<file path="config.mk">
export PLATFORM = sky130hd
export DESIGN_NAME = mac_dot_ctrl
export DESIGN_NICKNAME = d
export VERILOG_FILES = /design/src/rtl/mac_dot_ctrl.sv
export SDC_FILE = /design/constraint.sdc
export NUM_CORES = 1
export LEC_CHECK = 0
export CORE_UTILIZATION = 50
export DETAILED_ROUTE_END_ITERATION = 7
export GPL_ROUTABILITY_DRIVEN = 0
export PLACE_DENSITY = 0.84
export SLEW_MARGIN = 20
export SYNTH_ARGS = -nofsm -noshare
export SYNTH_HDL_FRONTEND = slang
export SYNTH_SLANG_ARGS = --single-unit
</file>
<file path="constraint.sdc">
create_clock -name clk -period 4.9 [get_ports clk]
set_input_delay 0.49 -clock clk [delete_from_list [all_inputs] [get_ports clk]]
set_output_delay 0.49 -clock clk [all_outputs]
set_load 0.01 [all_outputs]
</file>
<file path="src/rtl/mac_dot_ctrl.sv">
`timescale 1ns/1ps
`default_nettype none
// ============================================================================
// Module      : mac_dot_ctrl
// Description : Job sequencer for the SIMD MAC datapath. Gates the operand
//               stream into the MAC, tracks the MAC pipeline with a valid
//               shift register, accumulates per-chunk results into a wide
//               accumulator and presents the job sum on a valid/ready port.
// Revision    : 1.0 - initial release
// ============================================================================
module mac_dot_ctrl #(
  parameter int MAC_WIDTH   = 38,
  parameter int ACC_WIDTH   = 48,
  parameter int MAC_LATENCY = 6,
  parameter int LEN_WIDTH   = 16
) (
  input  logic                 clk,
  input  logic                 rst_in,
  input  logic                 start_in,
  input  logic [LEN_WIDTH-1:0] len_in,
  output logic                 busy_out,
  input  logic                 opd_valid_in,
  output logic                 opd_ready_out,
  output logic                 mac_valid_out,
  input  logic [MAC_WIDTH-1:0] mac_out_in,
  output logic                 res_valid_out,
  input  logic                 res_ready_in,
  output logic [ACC_WIDTH-1:0] res_out
);

  typedef enum logic [1:0] {
    S_IDLE  = 2'd0,
    S_FEED  = 2'd1,
    S_DRAIN = 2'd2,
    S_DONE  = 2'd3
  } state_t;

  state_t                 state_q, state_d;
  logic [LEN_WIDTH-1:0]   len_q, len_d;
  logic [LEN_WIDTH-1:0]   issue_cnt_q, issue_cnt_d;
  logic [LEN_WIDTH-1:0]   pend_cnt_q, pend_cnt_d;
  logic [MAC_LATENCY-1:0] vsr_q, vsr_d;
  logic [ACC_WIDTH-1:0]   acc_q, acc_d;

  logic                   hs;
  logic                   acc_en;
  logic [ACC_WIDTH-1:0]   mac_ext;

  // Operand gating: chunks are only accepted in FEED until len_q have issued.
  assign opd_ready_out = (state_q == S_FEED) && (issue_cnt_q < len_q);
  assign hs            = opd_valid_in && opd_ready_out;
  assign mac_valid_out = hs;

  assign busy_out      = (state_q != S_IDLE);
  assign res_valid_out = (state_q == S_DONE);
  assign res_out       = res_valid_out ? acc_q : '0;

  // The oldest valid-shift-register bit marks the cycle a MAC result lands.
  assign acc_en  = vsr_q[MAC_LATENCY-1];
  assign mac_ext = ACC_WIDTH'(signed'(mac_out_in));

  generate
    if (MAC_LATENCY == 1) begin : g_vsr_single
      assign vsr_d = hs;
    end else begin : g_vsr_multi
      assign vsr_d = {vsr_q[MAC_LATENCY-2:0], hs};
    end
  endgenerate

  // Next-state, counter and accumulator logic.
  always_comb begin
    state_d     = state_q;
    len_d       = len_q;
    issue_cnt_d = issue_cnt_q;
    pend_cnt_d  = pend_cnt_q;
    acc_d       = acc_q;

    if (acc_en) begin
      acc_d      = acc_q + mac_ext;
      pend_cnt_d = pend_cnt_q + LEN_WIDTH'(1);
    end
    if (hs) begin
      issue_cnt_d = issue_cnt_q + LEN_WIDTH'(1);
    end

    case (state_q)
      S_IDLE: begin
        if (start_in) begin
          len_d       = len_in;
          issue_cnt_d = '0;
          pend_cnt_d  = '0;
          acc_d       = '0;
          state_d     = (len_in == '0) ? S_DONE : S_FEED;
        end
      end
      S_FEED: begin
        if (issue_cnt_d == len_q) begin
          state_d = S_DRAIN;
        end
      end
      S_DRAIN: begin
        if (pend_cnt_d == len_q) begin
          state_d = S_DONE;
        end
      end
      S_DONE: begin
        if (res_ready_in) begin
          state_d = S_IDLE;
        end
      end
      default: begin
        state_d = S_IDLE;
      end
    endcase
  end

  // State and datapath registers with synchronous reset.
  always_ff @(posedge clk) begin
    if (rst_in) begin
      state_q     <= S_IDLE;
      len_q       <= '0;
      issue_cnt_q <= '0;
      pend_cnt_q  <= '0;
      vsr_q       <= '0;
      acc_q       <= '0;
    end else begin
      state_q     <= state_d;
      len_q       <= len_d;
      issue_cnt_q <= issue_cnt_d;
      pend_cnt_q  <= pend_cnt_d;
      vsr_q       <= vsr_d;
      acc_q       <= acc_d;
    end
  end

endmodule
`default_nettype wire

</file>
==> results by stage, run 1 <==
Outcome:
- The run finished with clean final reports.

Die:
- The floorplan step defined a die boundary enclosing ~0.016 mm².
- In this run the vertical extent of the chip is between 100 and 150 µm.
- The die extent in x is 127.7 µm.
- 111 I/O pins were placed.
- The initial utilization of the core area, before any placement, comes to around 52%.
- The core region is 0.01531 mm².
- The floorplan row count is 45.

Yosys:
- The post-synthesis instance total is between 900 and 1000.
- The netlist area before placement is about 0.0079 mm².
- The synthesized design contains 104 register bits.
- The share of the Yosys chip area taken by registers is 26.36%.
- The number of distinct standard cells referenced by the synthesized netlist is 76.
- The number of synthesized flops with an enable pin is 0.
- The synthesized area per cell is 8.101 µm².
- The net count of the mapped netlist is around 1100.
- The flip-flop cell with the highest count after synthesis is dfxtp_1.
- The count of synthesis-stage warnings from yosys is 0.
- The async set or reset register ratio after synthesis is 0%.

Global routing:
- The via count of the first global-routing pass was between 7000 and 8000.
- The first-pass GRT wire length is 33000 µm.
- Entering global routing, the biggest net connects 52 pins.
- The aggregate global-route resource usage is 25.19%.
- Summed over all layers, the global routing overflow is 0.
- The initial antenna violation count is 0.

Worst setup path:
- The worst setup path is of the reg2reg kind.
- STA classifies the critical path endpoint as a flop.
- The critical path goes through inv_1 > ha_1 > a21o_1 > a21oi_1 > o211ai_1 > a211oi_4 > and3_4 > mux2_2 > a2111oi_4 > nand4_2 > o41ai_4 > nor2_1 > a211oi_1.
- The largest single stage delay on the critical path is 0.89 ns.
- The setup check on the worst reg-to-reg path leaves a slack of 0.51 ns.
- The number of buffers and inverters on the critical path is 1.
- The reg-to-reg endpoint is state_q[1].
- STA puts the critical path data required time at 5.17 ns.
- Counting cells, the worst reg-to-reg path comes to 13.
- Among cell families on the critical path, the largest total delay comes from compound AO/OA/AOI/OAI gates.
- The startpoint of the worst register-to-register path is len_q[13].
- STA classifies the critical path startpoint as a flop.
- The maximum fanout along the worst path is 22.
- On the critical path, the stage with the largest delay is an instance of a211oi_4.
- Data on the critical path arrives at its endpoint at approximately 4.7 ns.

Route:
- The final routed DRC violation total is 0.
- The first detailed-routing pass ran for 7 iterations.
- For this block, the via count after detailed routing is 7308.
- The average wire per standard cell is between 15 and 20 µm.
- The count of antenna-violating nets left after detailed routing is 0.
- The average via count per standard cell is approximately 5.7.
- The first routing iteration left approximately 500 violations.
- The sum of routed wire length over all layers is between 20000 and 25000 µm.

Place:
- Port buffering added 110 buffers.
- The worst-case setup slack after placement is 0.5913 ns.
- The HPWL reported at the end of detailed placement is between 10000 and 15000 µm.
- The total cell area at the placement stage is 0.009150 mm².
- Including well taps, the total number of placed cells is about 1300.

Clock tree:
- For this design, the sink count on the clock tree is 104.
- The total number of H-tree levels is 3.
- The cell sitting at the root of the clock tree is a clkbuf_16.
- The worst-skew pair later-pin latency is roughly 0.36 ns.
- Clock-pin slew was measured on the worst setup and hold paths at 0.07 ns.
- After clock tree synthesis, the repair step resized 0 gates.
- After clock tree synthesis, the flow added hold-fix buffers numbering 0.
- Counting the buffers created by CTS gives 9.
- The TritonCTS clock tree is yes.
- Once the clock tree was built, the setup fixing pass inserted 0 buffers.
- Counting along the longest clock path gives a buffer depth of 2.

Power:
- The share of total power dissipated in the clock network is 30.8%.
- The internal power component is 1.515 mW.
- Summed over all nets, the switching power comes to 0.7497 mW.
- The combinational cell fraction of total power is 28.6%.
- The maximum vdd ir drop is 0.0001959 V.
- In this run switching power makes up 33.11% of total power.
- Power spread over the standard cell area amounts to 240.3 mW/mm².
- In this run the static leakage power is 3.692 nW.
- The relative contribution of sequential cells to total power is a little over 40%.

Run:
- The reported max-cap violation count is 0.

Final layout:
- The final-stage net count is 1190.
- The final design instance area without fill is 0.009424 mm².
- The final antenna diode count is 0.
- The most common cell after layout, fill and taps aside is clkdlybuf4s50_1.
- In the layout the commonest cells are 110 x clkdlybuf4s50_1, 103 x dfxtp_1, 101 x nor2_1.
- The fraction of final layout cells with drive strength greater than 1 is 4.695%.
- The final cell count without fillers is 1276.
- The final core area utilization is 61.54%.
- The area used by multi-input combinational logic is 0.005488 mm².
- The area used by sequential logic in the layout is 0.002083 mm².
- The filler cell count is 1352.
- The signed area change from the synthesized netlist to the final layout is 19.31%.

Timing:
- Timing would allow up to 0.2279 GHz.
- The post-route clock period utilization is 89.53%.
- The minimum clock period is 4.387 ns.
- The summed negative setup slack over all endpoints is 0 ns.
- The worst setup slack after layout is 0.5130 ns.
- The number of endpoints with negative hold slack in the final report is 0.
- In this run the tightest slew margin relative to its limit is 27.21%.
- Setup repair after global routing left no endpoint under its margin.
- The worst clock skew on the final layout is around 0.0096 ns.
- Setup violations remaining at the end of the flow were counted as 0.
- For the pin with the worst max-slew slack, the measured transition is 1.088 ns.
- The number of slew-limit violations in the final report is 0.

Worst hold path:
- The startpoint of the lowest-slack hold path is vsr_q[4].
- The class of the tightest hold or removal check is reg2reg.
- The instance count along the most critical hold path is 1.
- For hold timing, the worst endpoint is vsr_q[5].
-- cells in the mapped netlist (4+ instances only) --
library cell | count | area, µm²
nand2_1 | 84 | 315.3
inv_1 | 40 | 150.1
a31oi_1 | 10 | 62.56
xnor2_1 | 66 | 578.1
and2_1 | 56 | 350.3
buf_2 | 4 | 20.02
a21o_1 | 26 | 195.2
xor2_1 | 18 | 157.7
o21ai_0 | 41 | 205.2
o21bai_1 | 7 | 52.55
nor3_1 | 11 | 55.05
nand3_1 | 22 | 110.1
nor2_1 | 101 | 379.1
nand4_1 | 22 | 137.6
buf_1 | 4 | 15.01
a31o_2 | 5 | 43.79
o211ai_1 | 5 | 37.54
and4_1 | 7 | 61.31
nand2b_1 | 12 | 75.07
mux2i_1 | 35 | 350.3
nor2b_1 | 14 | 87.58
a211oi_1 | 13 | 97.59
clkbuf_1 | 33 | 123.9
ha_1 | 69 | 863.3
a21oi_1 | 75 | 375.4
dfxtp_1 | 104 | 2082
and3_1 | 7 | 43.79
or3_1 | 6 | 37.54
xnor3_1 | 4 | 90.09
nor4_1 | 6 | 37.54
-- how the worst max path moves through the flow --
stage                        startpoint  slack (ns)          to  depth (start not counted)
after floorplan           mac_out_in[0]        1.48   acc_q[46]                         13
after global placement    mac_out_in[0]        0.61   acc_q[46]                         14
after detailed placement  mac_out_in[0]        0.59   acc_q[46]                         14
after CTS                     len_q[13]        0.58  state_q[1]                         13
after global routing          len_q[13]        0.28  state_q[0]                         13
final                         len_q[13]        0.51  state_q[1]                         13
-- registers in the layout (all words and copies together), names as in the netlist --
signal       cells
pend_cnt_q      16
vsr_q            6
acc_q           48
issue_cnt_q     16
len_q           16
state_q          2
-- metal layers --
metal	global-route usage, %	part of all wire [%]	vias up
met5	0	0	-
met4	11.63	2.7	0
met3	3.214	6.1	45
met2	42.88	46	268
met1	31.78	45	3353
li1	-	-	3642
-- power by group through the flow --
stage | sequential, mW | combinational (mW) | clock, mW
5_1_grt | 0.922 | 0.704 | 0.740
6_report | 0.919 | 0.648 | 0.697
4_1_cts | 0.916 | 0.641 | 0.705
2_1_floorplan | 0.922 | 0.447 | 0
3_3_place_gp | 0.934 | 0.617 | 0
3_5_place_dp | 0.936 | 0.632 | 0
-- cell type report --
type	instances	area share, %
multi-input cells	787	58.23
clock buffers	12	2.722
inverters	41	1.633
repair buffers	118	12.32
well taps	211	2.801
flip-flops and latches	104	22.11
clock inverters	3	0.1859
-- metrics by stage --
step	power, mW	hold slack [ns]
floorplan	1.369	0.4138
global placement	1.551	0.4197
CTS	2.262	0.4429
finish	2.264	0.4407
detailed placement	1.568	0.4299
global route	2.366	0.4619
-- cell families (layout without fill, tap and decap cells) --
| group | count (synthesis) | in the layout | synth area share (%) |
|---|---|---|---|
| buffers and inverters | 84 | 174 | 4.198 |
| DFF | 104 | 104 | 26.36 |
| AOI/OAI and AO/OA | 231 | 231 | 19.96 |
| xor gates and xnor gates | 88 | 88 | 10.45 |
| adders and majority gates | 70 | 70 | 11.18 |
| muxes | 37 | 37 | 4.720 |
| and+or+nand+nor | 361 | 361 | 23.13 |
-- worst register-to-register path, stage by stage (launching register included) --
cell       delay [ns]
dfxtp_1          0.37
inv_1            0.09
ha_1             0.34
a21o_1           0.17
a21oi_1          0.23
o211ai_1         0.20
a211oi_4         0.89
and3_4           0.39
mux2_2           0.37
a2111oi_4        0.36
nand4_2          0.17
o41ai_4          0.44
nor2_1           0.07
a211oi_1         0.22
(Power assumes the default switching activity.)
==> inputs of run 2 (changes only) <==
Settings changed: PLACE_DENSITY 0.84 to 0.87.
Clock period 4.9 ns to 3.63 ns, I/O delays scaled along.
==> run 2 against run 1 <==
  * Final area rose by 4.7%
  * Sequential cell count did not move
  * Clock-buffer cell count down 1
  * First-iteration DRC count is 3.8% higher
  * Worst hold slack improved by 0.0067 ns
  * Utilization is 2.9 points higher
  * Global-route usage grew 1.2 points
  * Highest routed layer unchanged
==> results by stage, run 2 (same netlist as run 1, synthesis figures left out) <==
Route:
- The average wire per standard cell is 15.97 µm (+0.92%).
- The final routed DRC violation total is 0 (unchanged).
- The initial detailed-routing violation count came to 515 (+3.8%).
- The sum of routed wire length over all layers is 21100 µm (+4.5%).
- The detailed-routing iteration count for the pre-antenna-repair pass is 5 (-2).
- The count of antenna-violating nets left after detailed routing is 0 (unchanged).
- The routed via count is 7572 (+3.6%).
- The average via count per standard cell is 5.732 (about the same).

Place:
- The worst-case setup slack after placement is -0.2479 ns (-0.8392 ns).
- The port buffer count is 110 (unchanged).
- The HPWL reported at the end of detailed placement is 15730 µm (+5.8%).
- The total cell area at the placement stage is 0.009428 mm² (+3.0%).
- The number of cells in the design after placement is 1298 (+2.9%).

Clock tree:
- The worst-skew pair later-pin latency is 0.36 ns (about the same).
- The number of buffers on the longest clock path is 2 (unchanged).
- TritonCTS built the clock tree.
- The total number of H-tree levels came to 3 (unchanged).
- The total CTS buffers is 9 (unchanged).
- The number of sinks handled by clock tree synthesis was 104 (unchanged).
- The total of hold buffers inserted after clock tree synthesis is 0 (unchanged).
- The clock root buffer is clkbuf_16.
- The register clock-pin slew on the reported worst setup and hold paths is 0.07 ns (about the same).

Final layout:
- More flip-flops sit in one register than any other, and that register is acc_q.
- The library cell used most frequently in the layout, excluding fill and tap cells, is clkdlybuf4s50_1.
- The signed area change from the synthesized netlist to the final layout is 24.90%.
- The final core area utilization is 64.42% (+2.9 points).
- The fraction of final layout cells with drive strength greater than 1 is 9.730% (+5.0 points).
- The flip-flop count of the largest register, all copies and words added is 48 (unchanged).
- The final design instance area without fill was 0.009866 mm² (+4.7%).
- The final antenna diode count is 0 (unchanged).
- The final-stage net count is 1234 (+3.7%).
- The filler cell count is 1279 (-5.4%).
- The final cell count without fillers is 1321 (+3.5%).
- The top cell types in the final layout, fill and taps aside, are 110 x clkdlybuf4s50_1, 101 x nor2_1, 98 x dfxtp_1.

Power:
- The maximum vdd ir drop was 0.0002557 V (+31%).
- The switching fraction of total power was 31.81% (-1.3 points).
- The internal power component is 2.258 mW (+49%).
- The relative contribution of sequential cells to total power is 36.9% (-3.7 points).
- The share of power burned in the clock network came to 33.2% (+2.4 points).
- The combinational cell fraction of total power came to 29.9% (+1.3 points).
- The standby leakage power is 3.956 nW (+7.1%).
- The power per standard cell area is 335.7 mW/mm² (+40%).
- The overall power after layout is 3.312 mW (+46%).
- The switching power total is 1.054 mW (+41%).

Global routing:
- The via count of the first global-routing pass is 7287 (+3.8%).
- The global route total overflow is 0 (unchanged).
- The aggregate global-route resource usage is 26.35% (+1.2 points).
- The first-pass GRT wire length is 34390 µm (+4.2%).
- The initial antenna violation count came to 0 (unchanged).
- The pin count of the biggest net entering global routing is 51 (-1.9%).

Timing:
- The worst slew margin relative to its limit is 61.79% (+35 points).
- The worst setup slack after layout is 0.1358 ns (-0.3772 ns).
- The number of endpoints failing setup at the final stage is 0 (unchanged).
- The number of slew-limit violations in the final report came to 0 (unchanged).
- The actual transition at the worst max-transition pin was 0.5732 ns (-0.5146 ns).
- The number of endpoints with negative hold slack in the final report is 0 (unchanged).
- The top achievable clock speed is around 0.29 GHz.
- The minimum clock period is about 3.5 ns.
- The worst path uses approximately 96% of the clock period.
- The worst clock skew on the final layout is 0.01131 ns (+0.001741 ns).

Worst setup path:
- The kind of launch point of the worst setup path is a primary input.
- The data arrival at the endpoint of the critical path is 3.74 ns (-0.92 ns).
- The worst reg-to-reg setup slack is 0.14 ns (-0.38 ns).
- The required time at the endpoint of the critical path was 3.87 ns (-1.30 ns).
- The maximum fanout along the worst path is 5 (-77%).
- The type of the worst setup path is in2reg.
- The endpoint type of the worst setup path is a flop.

Die:
- The effective utilization at floorplan came to 51.58% (unchanged).
- The area of the core region is 0.01531 mm² (unchanged).
- The number of top-level design ports is 111 (unchanged).
- The die height is 127.7 µm (unchanged).
- The die extent in x came to 127.7 µm (unchanged).
- The die area was 0.01630 mm² (unchanged).
- The floorplan row count is 45 (unchanged).

Outcome:
- The flow ran to the end, and the final reports show no timing, DRC or antenna violations.

Worst hold path:
- The path class of the tightest hold or removal check is reg2reg.

Run:
- The reported max-cap violation count is 0 (unchanged).
==> run 2: cell types whose count changed in the layout (fill, tap and decap cells not counted), moves of 2 or more <==
cell and delta:
ha_4 +2, dfxtp_1 -5, buf_4 +41, bufinv_16 +2, a21oi_1 -2, ha_1 -2
dfxtp_2 +5, a21oi_2 +2
==> run 2: metal layers <==
metal	GRT usage, %	up-vias	share of wire [%]
li1	-	3735	-
met1	32.71	3569	43
met2	45.55	234	48
met3	4.382	34	6.2
met4	10.45	0	2.5
met5	0	-	0
==> run 2: power by group through the flow <==
| stage | Combinational [mW] | Sequential (mW) | Clock [mW] |
|---|---|---|---|
| finish | 0.989 | 1.22 | 1.10 |
| global route | 1.07 | 1.23 | 1.16 |
| CTS | 0.932 | 1.22 | 1.11 |
| detailed placement | 0.919 | 1.24 | 0 |
| global placement | 0.901 | 1.24 | 0 |
| floorplan | 0.603 | 1.24 | 0 |
==> run 2: critical path, cell delays in order <==
cell	delay, ns
clkdlybuf4s50_1	0.41
ha_1	0.25
fa_1	0.39
a21o_1	0.17
a21oi_1	0.18
nand2b_1	0.15
a21oi_1	0.09
a311o_1	0.43
a211oi_1	0.24
buf_4	0.17
o31ai_2	0.08
a41oi_2	0.34
buf_4	0.19
xnor2_1	0.06
mux2i_1	0.16
nor2_1	0.05
==> run 2: worst paths after layout <==
| path | startpoint | end | cells past startpoint |
|---|---|---|---|
| worst min register to register | vsr_q[2] | vsr_q[3] | 1 |
| worst max-delay path | mac_out_in[0] | acc_q[36] | 16 |
| worst min-delay path | vsr_q[2] | vsr_q[3] | 1 |
| worst max register to register | len_q[10] | state_q[0] | 14 |
==> run 2: metrics by stage <==
step	TNS, ns	hold WS [ns]
2_1_floorplan	0	0.4138
3_3_place_gp	-0.7104	0.4196
3_5_place_dp	-1.381	0.4255
4_1_cts	0	0.4529
5_1_grt	-0.003836	0.4668
6_report	0	0.4474
==> run 2: area by class of cell <==
cell class	instances	area, µm²	share of cell area (%)
Tap cell	211	264.0	2.676
Sequential cell	104	2090	21.18
Inverter	41	153.9	1.560
Clock inverter	5	78.83	0.7990
Timing Repair Buffer	162	1493	15.13
Multi-Input combinational cell	787	5534	56.09
Clock buffer	11	252.7	2.562
==> run 2: what timing repair did <==
item                       CTS  global route
setup buffers                0             6
hold endpoints to repair     0             0
gates cloned                 1             0
setup endpoints to repair    2             7
gates resized for setup      1            13
pin swaps                    1            12
